===== src/rtl/acondicionador_conmutadores_if.sv =====
// Switch-conditioning bus: raw asynchronous switch words in, debounced words plus status out.
interface acondicionador_conmutadores_if;
  logic [3:0] sw_raw_4;
  logic [7:0] sw_raw_8;
  logic [3:0] conmutador_4;
  logic [7:0] conmutador_8;
  logic       cambio;
  logic       estable;

  modport master (
    output sw_raw_4, sw_raw_8,
    input  conmutador_4, conmutador_8, cambio, estable
  );

  modport slave (
    input  sw_raw_4, sw_raw_8,
    output conmutador_4, conmutador_8, cambio, estable
  );
endinterface


===== src/rtl/acondicionador_conmutadores.sv =====
// Synchronises and debounces 12 slide-switch bits feeding the Hamming datapath.
// Optional macro CONMUT_ATOMIC_EN: commit all settled bits together as one word.
module acondicionador_conmutadores #(
  parameter int DEBOUNCE_CYCLES = 270000,
  parameter int SYNC_STAGES     = 2
) (
  input  logic clk,
  input  logic rst,
  acondicionador_conmutadores_if.slave bus
);
  localparam int NB = 12;
  localparam int CW = $clog2(DEBOUNCE_CYCLES + 1);
`ifdef CONMUT_ATOMIC_EN
  localparam logic [CW-1:0] CNT_READY = CW'(DEBOUNCE_CYCLES);
`else
  localparam logic [CW-1:0] CNT_LAST  = CW'(DEBOUNCE_CYCLES - 1);
`endif

  typedef enum logic {IDLE, PEND} bitState_t;

  logic [NB-1:0] sync_q [SYNC_STAGES];
  logic [NB-1:0] y;
  logic [NB-1:0] s_q, s_d;
  logic [NB-1:0] commit;
  logic [CW-1:0] cnt_q [NB];
  logic [CW-1:0] cnt_d [NB];
  logic          cambio_q;
  bitState_t     state [NB];
`ifdef CONMUT_ATOMIC_EN
  logic [NB-1:0] ready;
  logic [NB-1:0] pending;
  logic          commitAll;
`endif

  assign y = sync_q[SYNC_STAGES-1];

  always_comb begin
    for (int i = 0; i < NB; i++) begin
      state[i] = (y[i] == s_q[i]) ? IDLE : PEND;
    end
  end

`ifdef CONMUT_ATOMIC_EN
  // Bits saturate at the threshold and wait until every pending bit is ready.
  always_comb begin
    s_d       = s_q;
    commit    = '0;
    ready     = '0;
    pending   = '0;
    commitAll = 1'b0;
    for (int i = 0; i < NB; i++) begin
      pending[i] = (state[i] == PEND);
      ready[i]   = (state[i] == PEND) && (cnt_q[i] == CNT_READY);
    end
    commitAll = (|ready) && ((pending & ~ready) == '0);
    for (int i = 0; i < NB; i++) begin
      cnt_d[i] = '0;
      if (state[i] == PEND) begin
        if (cnt_q[i] == CNT_READY) begin
          if (commitAll) begin
            commit[i] = 1'b1;
            s_d[i]    = y[i];
          end else begin
            cnt_d[i] = cnt_q[i];
          end
        end else begin
          cnt_d[i] = cnt_q[i] + CW'(1);
        end
      end
    end
  end
`else
  // Each bit commits on its own once it has differed for the full window.
  always_comb begin
    s_d    = s_q;
    commit = '0;
    for (int i = 0; i < NB; i++) begin
      cnt_d[i] = '0;
      if (state[i] == PEND) begin
        if (cnt_q[i] == CNT_LAST) begin
          commit[i] = 1'b1;
          s_d[i]    = y[i];
        end else begin
          cnt_d[i] = cnt_q[i] + CW'(1);
        end
      end
    end
  end
`endif

  always_ff @(posedge clk) begin
    if (rst) begin
      for (int k = 0; k < SYNC_STAGES; k++) begin
        sync_q[k] <= '0;
      end
      for (int i = 0; i < NB; i++) begin
        cnt_q[i] <= '0;
      end
      s_q      <= '0;
      cambio_q <= 1'b0;
    end else begin
      sync_q[0] <= {bus.sw_raw_8, bus.sw_raw_4};
      for (int k = 1; k < SYNC_STAGES; k++) begin
        sync_q[k] <= sync_q[k-1];
      end
      for (int i = 0; i < NB; i++) begin
        cnt_q[i] <= cnt_d[i];
      end
      s_q      <= s_d;
      cambio_q <= |commit;
    end
  end

  assign bus.conmutador_4 = s_q[3:0];
  assign bus.conmutador_8 = s_q[11:4];
  assign bus.cambio       = cambio_q;
  assign bus.estable      = &(~(y ^ s_q));
endmodule


===== src/flat_wrapper.sv =====
// flat-port wrapper written by rule: the top's interface ports become plain ports
module acondicionador_conmutadores_flat 
#(
  parameter int DEBOUNCE_CYCLES = 270000,
  parameter int SYNC_STAGES     = 2
)
  (clk, rst, bus_sw_raw_4, bus_sw_raw_8, bus_conmutador_4, bus_conmutador_8, bus_cambio, bus_estable);
  acondicionador_conmutadores_if bus_i ();
  input  logic clk;
  input  logic rst;
  input wire logic [$bits(bus_i.sw_raw_4)-1:0] bus_sw_raw_4;
  input wire logic [$bits(bus_i.sw_raw_8)-1:0] bus_sw_raw_8;
  output wire logic [$bits(bus_i.conmutador_4)-1:0] bus_conmutador_4;
  output wire logic [$bits(bus_i.conmutador_8)-1:0] bus_conmutador_8;
  output wire logic [$bits(bus_i.cambio)-1:0] bus_cambio;
  output wire logic [$bits(bus_i.estable)-1:0] bus_estable;
  assign bus_i.sw_raw_4 = bus_sw_raw_4;
  assign bus_i.sw_raw_8 = bus_sw_raw_8;
  assign bus_conmutador_4 = bus_i.conmutador_4;
  assign bus_conmutador_8 = bus_i.conmutador_8;
  assign bus_cambio = bus_i.cambio;
  assign bus_estable = bus_i.estable;
  acondicionador_conmutadores #(.DEBOUNCE_CYCLES(DEBOUNCE_CYCLES), .SYNC_STAGES(SYNC_STAGES)) u_core (.clk(clk), .rst(rst), .bus(bus_i));
endmodule

===== config.mk =====
export PLATFORM = sky130hd
export DESIGN_NAME = acondicionador_conmutadores_flat
export DESIGN_NICKNAME = d
export VERILOG_FILES = /design/src/rtl/acondicionador_conmutadores_if.sv /design/src/rtl/acondicionador_conmutadores.sv /design/src/flat_wrapper.sv
export SDC_FILE = /design/constraint.sdc
export NUM_CORES = 1
export LEC_CHECK = 0
export ABC_AREA = 0
export CORE_UTILIZATION = 25
export CTS_CLUSTER_DIAMETER = 100
export DETAILED_ROUTE_END_ITERATION = 8
export SLEW_MARGIN = 20
export SYNTH_ARGS = -nofsm -noshare
export SYNTH_HDL_FRONTEND = slang
export SYNTH_SLANG_ARGS = --single-unit

===== constraint.sdc =====
create_clock -name clk -period 1.9 [get_ports clk]
set_clock_uncertainty 0.05 [all_clocks]
set_input_delay 0.38 -clock clk [delete_from_list [all_inputs] [get_ports clk]]
set_output_delay 0.38 -clock clk [all_outputs]
set_load 0.005 [all_outputs]

==> run summary, run 1 <==
CP Cell Sequence = xnor2_2, nand4_1, nor3_2, buf_4, buf_6
R2R cell count = 6
Share of post-route cells with drive strength above 1 = 13.4%
Share of the synthesized area in the top cell type = 47.7%
Vias in the first global route = 7919
Syn Std Cell Area = 11100 um2
Flops & latches, synth = 265
Leak = 4.48 nW
Nets = 1391
CTS Hold Buffers Added = 0
Port Buffers = 27
Synth cell types = 43
Worst R2R Start = u_core.cnt_q[0][32]
Final global-route overflow total = 0
Critical Path Sink Type = output pin
Pwr Density = 833 nW/um2
DR pass1 iterations = 4
GPL Wtd Cong = 0.757
WL per Instance = 10.8 um
Worst vdd ir = 709 uV
Max-slew violation count = 0
Antenna violations before repair = 0
Number of remaining DRC errors = 0
Final WS setup = -0.203 ns
Area Overhead vs Synth = 24.9%
Worst path slowest cell = dfxtp_2
# setup viols final = 1
Worst path required time = 1.47 ns
Die width = 213 um
Fmax = 476 MHz
Final period util = 111%
CTS tree = built
Mapped Cells = 1260
Syn Nets = 1286
Post-synthesis sequential area ratio = 47.7%
CP Max Fanout = 3
RSZ-0062 raised after global routing = true
Clk slew on worst S/H paths = 0.06 ns
Rows = 76
Post-synth EDFFs = 0
Ports = 28
Critical Path Sink = bus_estable
Outcome = finished, violations left
Largest net degree at the start of global routing = 50
Cts bufs inserted = 29
Slowest stage delay, CP = 0.33 ns
Setup_tns = -0.203 ns
Root Buffer = clkbuf_16
Routed Wire Length = 21300 um
Worst slack at placement = -0.174 ns
Core ar. = 43500 um2
Worst-Skew Late Latency = 0.54 ns
R2R Path End = u_core.s_q[1]
Die area = 45300 um2
Worst Setup SP = u_core.s_q[0]
Violated checks = negative setup slack
Warnings from Yosys = 0
Prevailing post-synth register cell = dfxtp_1
Num Clock Sinks = 265
Startpoint types = flop
Avg Inst Size Synth = 8.83 um2
Area leader, netlist = dfxtp_1
Actual slew at the worst max-slew pin = 0.494 ns
Via/cell ratio = 4.22
DR iter-0 viols = 427
Initial Utilization = 25.6%
Antenna-violating nets left = 0
Critical path class = flop to output pin
Tmin final = 2.10 ns
Top cells by area, synth = dfxtp_1 (48%), nor2_1 (9.8%), xnor2_1 (9.7%)
Total GRT Usage = 9.50%
Via Count = 8305
Crit path DAT = 1.67 ns
Antenna cell count = 0
CTS H-tree lvls = 1
Max cap viols = 0
Fill cells = 4486
Asr flop ratio synth = 0%
First-pass GRT wire length = 36600 um
Detailed-placement wirelength estimate = 14800 um
Area of the multi-input gates = 5760 um2
Final Hold Vio Count = 0
Slew margin rel. = 66.8%
Die Y = 213 um
Register area = 5320 um2
Flop2flop setup slack = 0.07 ns
Clock Path Buffers = 3
Worst min path class = input pin to flop
-- cell usage after synthesis (2+ instances only) --
library cell and instances:
a21oi_1 4, and2_1 6, and3_1 24, and4_1 20, buf_1 4, buf_2 14, buf_4 4, clkbuf_1 10
dfxtp_1 265, ha_1 12, inv_1 34, mux2i_1 8, nand2_1 73, nand2b_1 2, nand3_1 76, nand3b_1 3
nand4_1 56, nor2_1 290, nor2b_1 27, nor3_1 38, nor4_1 26, nor4b_1 7, nor4bb_1 5, o21ai_0 4
or3_1 16, xnor2_1 123, xor2_1 93
-- critical path, delay by kind of cell, from the launching register on --
family	cells	cell delay, ns
DFF	1	0.33
xor gates and xnor gates	1	0.21
buffers and inverters	2	0.25
and+or+nand+nor	2	0.35
-- sequential cells by signal (all words and copies together), names as in the netlist --
name,cells
u_core.bus.cambio,1
u_core.cnt_q,228
u_core.s_q,12
u_core.sync_q,24
-- layer usage --
| layer | vias to the layer above | GRT usage, % | part of all wire, % |
|---|---|---|---|
| li1 | 4418 | - | - |
| met1 | 3782 | 12.9 | 51 |
| met2 | 73 | 15.5 | 45 |
| met3 | 32 | 1.31 | 2.6 |
| met4 | 0 | 2.90 | 2.1 |
| met5 | - | 0 | 0 |
-- through the flow --
step	util [%]	power, mW	hold WS (ns)	instance area (um2)	cells
final	32.0	11.6	0.234	13900	1968
after global routing	32.0	12.0	0.244	13900	1968
after CTS	31.5	11.7	0.224	13700	1967
after detailed placement	29.0	5.91	0.377	12600	1917
after global placement	29.0	5.91	0.374	12600	1917
after floorplan	-	5.82	0.363	11100	1260
-- cells in the final DEF (no fill, tap or decap), types with 10 or more instances in the layout --
master	count
nor2_1	289
dfxtp_1	252
xnor2_1	112
xor2_1	93
nand3_1	75
nand2_1	72
buf_4	71
nand4_1	56
inv_1	34
nor3_1	31
clkbuf_16	29
nor2b_1	27
and3_1	24
nor4_1	22
and4_1	18
dlygate4sd2_1	13
dfxtp_2	13
or3_1	12
clkdlybuf4s50_1	12
xnor2_2	10
-- power by group --
part | internal (mW) | total [mW] | switching (mW)
registers | 5.59 | 5.61 | 0.0200
clock network | 3.62 | 5.77 | 2.15
logic | 0.101 | 0.196 | 0.0956
-- layout make-up --
type / instances / area share [%]
clock buffers: 40 / 6.10
inverters: 34 / 0.918
repair buffers: 108 / 6.92
flip-flops and latches: 265 / 38.3
clock inverters: 9 / 1.07
well taps: 585 / 5.27
multi-input cells: 927 / 41.4
-- worst min-delay path by stage --
stage	startpoint	to	slack [ns]	cells past startpoint
floorplan	u_core.cnt_q[0][133]	u_core.cnt_q[0][133]	0.36	1
finish	rst	u_core.s_q[2]	0.23	3
global route	rst	u_core.s_q[1]	0.24	3
detailed placement	u_core.sync_q[0][9]	u_core.sync_q[0][21]	0.38	1
CTS	rst	u_core.s_q[3]	0.22	3
global placement	u_core.cnt_q[0][133]	u_core.cnt_q[0][133]	0.37	1
-- logic make-up after synthesis --
logic type | synth area share [%]
adders and majority gates | 1.35
and+or+nand+nor | 29.8
AOI/OAI and AO/OA | 0.652
DFF | 47.7
xor gates and xnor gates | 17.0
muxes | 0.720
buffers and inverters | 2.80
-- what timing repair did --
item / in CTS / in global routing
pin swaps: 5 / 10
setup endpoints to repair: 15 / 155
setup buffers: 1 / 2
gates resized for setup: 38 / 41
Note: power is estimated with default switching activity, not from simulation.
==> run 2, diff against run 1 <==
- GPL_ROUTABILITY_DRIVEN: not set -> 0
==> results of run 2 <==
Same layout as run 1: the final DEF is identical, and so are final timing and power.
==> run 3, diff against run 2 <==
- ABC_CLOCK_PERIOD_IN_PS: not set -> 1900
- CORE_ASPECT_RATIO: not set -> 1.5
==> run summary, run 3 (same netlist as run 1, synthesis figures left out) <==
Outcome = finished, violations left (unchanged)
Violated checks = negative setup slack (unchanged)
Total GRT Usage = 10.1% (was 9.50%)
R2R cell count = 6 (unchanged)
WL per Instance = 11.5 um (was 10.8 um)
Setup_tns = -0.141 ns (was -0.203 ns)
DR iter-0 viols = 273 (was 427)
Die area = 45400 um2 (was 45300 um2)
Startpoint types = flop (unchanged)
Antenna violations before repair = 0 (unchanged)
Worst path required time = 1.47 ns (about the same)
Port Buffers = 27 (unchanged)
Worst min path class = input pin to flop (unchanged)
Slew margin rel. = 70.6% (was 66.8%)
Number of remaining DRC errors = 0 (unchanged)
Final period util = 107% (was 111%)
Biggest regs = u_core.cnt_q: 228 flops, u_core.sync_q: 24 flops, u_core.s_q: 12 flops (unchanged)
R2R Path End = u_core.bus.cambio (was u_core.s_q[1])
CP Max Fanout = 2 (was 3)
Crit path DAT = 1.61 ns (was 1.67 ns)
Leak = 4.55 nW (was 4.48 nW)
Register area = 5330 um2 (was 5320 um2)
Final Hold Vio Count = 0 (unchanged)
Root Buffer = clkbuf_16 (unchanged)
Rows = 94 (was 76)
Worst R2R Start = u_core.cnt_q[0][20] (was u_core.cnt_q[0][32])
First-pass GRT wire length = 38500 um (was 36600 um)
Antenna-violating nets left = 0 (unchanged)
Actual slew at the worst max-slew pin = 0.438 ns (was 0.494 ns)
Fmax = 490 MHz (was 476 MHz)
Wire length on met1 = 9510 um (was 10800 um)
RSZ-0062 raised after global routing = true (unchanged)
Die Y = 260 um (was 213 um)
Antenna cell count = 0 (unchanged)
Fill cells = 4554 (was 4486)
Flop2flop setup slack = 0.06 ns (was 0.07 ns)
Final instance area = 14000 um2 (was 13900 um2)
# setup viols final = 1 (unchanged)
Final global-route overflow total = 0 (unchanged)
Share of post-route cells with drive strength above 1 = 14.3% (was 13.4%)
Met2 wire len = 11700 um (was 9530 um)
Met3 WL post-DR = 674 um (was 547 um)
Max reg flops = 228 (unchanged)
Most frequent cells in the layout = nor2_1 (289), dfxtp_1 (246), xnor2_1 (113) (was nor2_1 (289), dfxtp_1 (252), xnor2_1 (112))
Core ar. = 43900 um2 (was 43500 um2)
Hold Path Origin = rst (unchanged)
Area Overhead vs Synth = 25.7% (was 24.9%)
Tmin final = 2.04 ns (was 2.10 ns)
Vias in the first global route = 8541 (was 7919)
Final WS setup = -0.141 ns (was -0.203 ns)
Via Count = 8597 (was 8305)
Pwr Density = 804 nW/um2 (was 833 nW/um2)
Highest routed metal layer = met4 (unchanged)
Max cap viols = 0 (unchanged)
Routed Wire Length = 22800 um (was 21300 um)
Nets = 1408 (was 1391)
CTS Hold Buffers Added = 0 (unchanged)
CTS H-tree lvls = 1 (unchanged)
Largest Register = u_core.cnt_q (unchanged)
Num Clock Sinks = 265 (unchanged)
Worst-Skew Late Latency = 0.53 ns (was 0.54 ns)
CTS tree = built (unchanged)
DR pass1 iterations = 4 (unchanged)
Detailed-placement wirelength estimate = 16400 um (was 14800 um)
Ports = 28 (unchanged)
Cts bufs inserted = 26 (was 29)
Clock Path Buffers = 3 (unchanged)
Critical path class = flop to output pin (unchanged)
Most common cell after layout, fill and taps aside = nor2_1 (unchanged)
Hold slack = 0.121 ns (was 0.234 ns)
Hold Path End = u_core.s_q[4] (was u_core.s_q[2])
Largest net degree at the start of global routing = 32 (was 50)
Initial Utilization = 25.4% (was 25.6%)
Hold Path Depth = 2 (was 3)
Clk slew on worst S/H paths = 0.06 ns (about the same)
Via/cell ratio = 4.35 (was 4.22)
Die width = 174 um (was 213 um)
Critical Path Sink Type = output pin (unchanged)
Worst vdd ir = 788 uV (was 709 uV)
Max-slew violation count = 0 (unchanged)
Area of the multi-input gates = 5730 um2 (was 5760 um2)
Placement Cell Area = 12800 um2 (was 12600 um2)
==> run 3: cell count changes in the layout (fill, tap and decap cells not counted), sizes merged <==
cell           change
buf               +19
clkinv             +3
dlygate4sd2        -1
clkbuf             -4
inv                -1
clkdlybuf4s50      +1
clkinvlp           +1
==> run 3: layer usage <==
| layer | vias to the layer above | global-route usage [%] |
|---|---|---|
| met3 | 53 | 1.66 |
| met1 | 3999 | 10.9 |
| met4 | 0 | 5.46 |
| met2 | 85 | 18.7 |
| met5 | - | 0 |
| li1 | 4460 | - |
==> run 3: how the worst max path moves through the flow <==
stage / start / endpoint / slack, ns / cells past startpoint
6_report: u_core.sync_q[0][22] / bus_estable / -0.14 / 5
2_1_floorplan: u_core.cnt_q[0][171] / u_core.cnt_q[0][181] / 0.01 / 8
3_5_place_dp: u_core.s_q[9] / bus_estable / -0.07 / 5
4_1_cts: u_core.sync_q[0][21] / bus_estable / -0.17 / 5
5_1_grt: u_core.s_q[1] / bus_estable / -0.25 / 5
3_3_place_gp: u_core.s_q[11] / bus_estable / -0.09 / 5
==> run 3: through the flow <==
stage          instances  power (mW)  worst slack, ns  utilization, %
5_1_grt             1977        11.7           -0.248            31.9
6_report            1977        11.2           -0.141            31.9
4_1_cts             1973        11.4           -0.171            31.5
3_5_place_dp        1924        5.92          -0.0748            29.1
2_1_floorplan       1260        5.82           0.0107               -
3_3_place_gp        1924        5.92          -0.0946            29.1
==> run 3: power by group <==
group / total, mW / switching, mW / internal [mW] / leakage [nW]
Sequential: 5.61 / 0.0187 / 5.59 / 2.15
Combinational: 0.207 / 0.0962 / 0.110 / 1.95
Clock: 5.43 / 2.14 / 3.29 / 0.450
Total: 11.2 / 2.25 / 8.99 / 4.55
==> run 3: critical path, stage by stage (launching register included) <==
cell and delay (ns):
dfxtp_2 0.33, xnor2_2 0.19, nand4_1 0.14, nor3_2 0.19
buf_4 0.14, buf_6 0.08
==> run 3: area by class of cell <==
class | instances | share of cell area (%)
clock buffer | 35 | 5.33
timing repair buffer | 128 | 8.35
clock inverter | 12 | 1.19
inverter | 34 | 0.913
sequential | 265 | 38.1
tap | 576 | 5.15
multi-input combinational | 927 | 41.0
==> run 3: timing repair <==
item	CTS	global route
setup endpoints to repair	55	124
endpoints found under the hold margin	0	0
gates resized for setup	46	33
gates cloned	0	1
buffers inserted	2	3
pin swaps	9	14
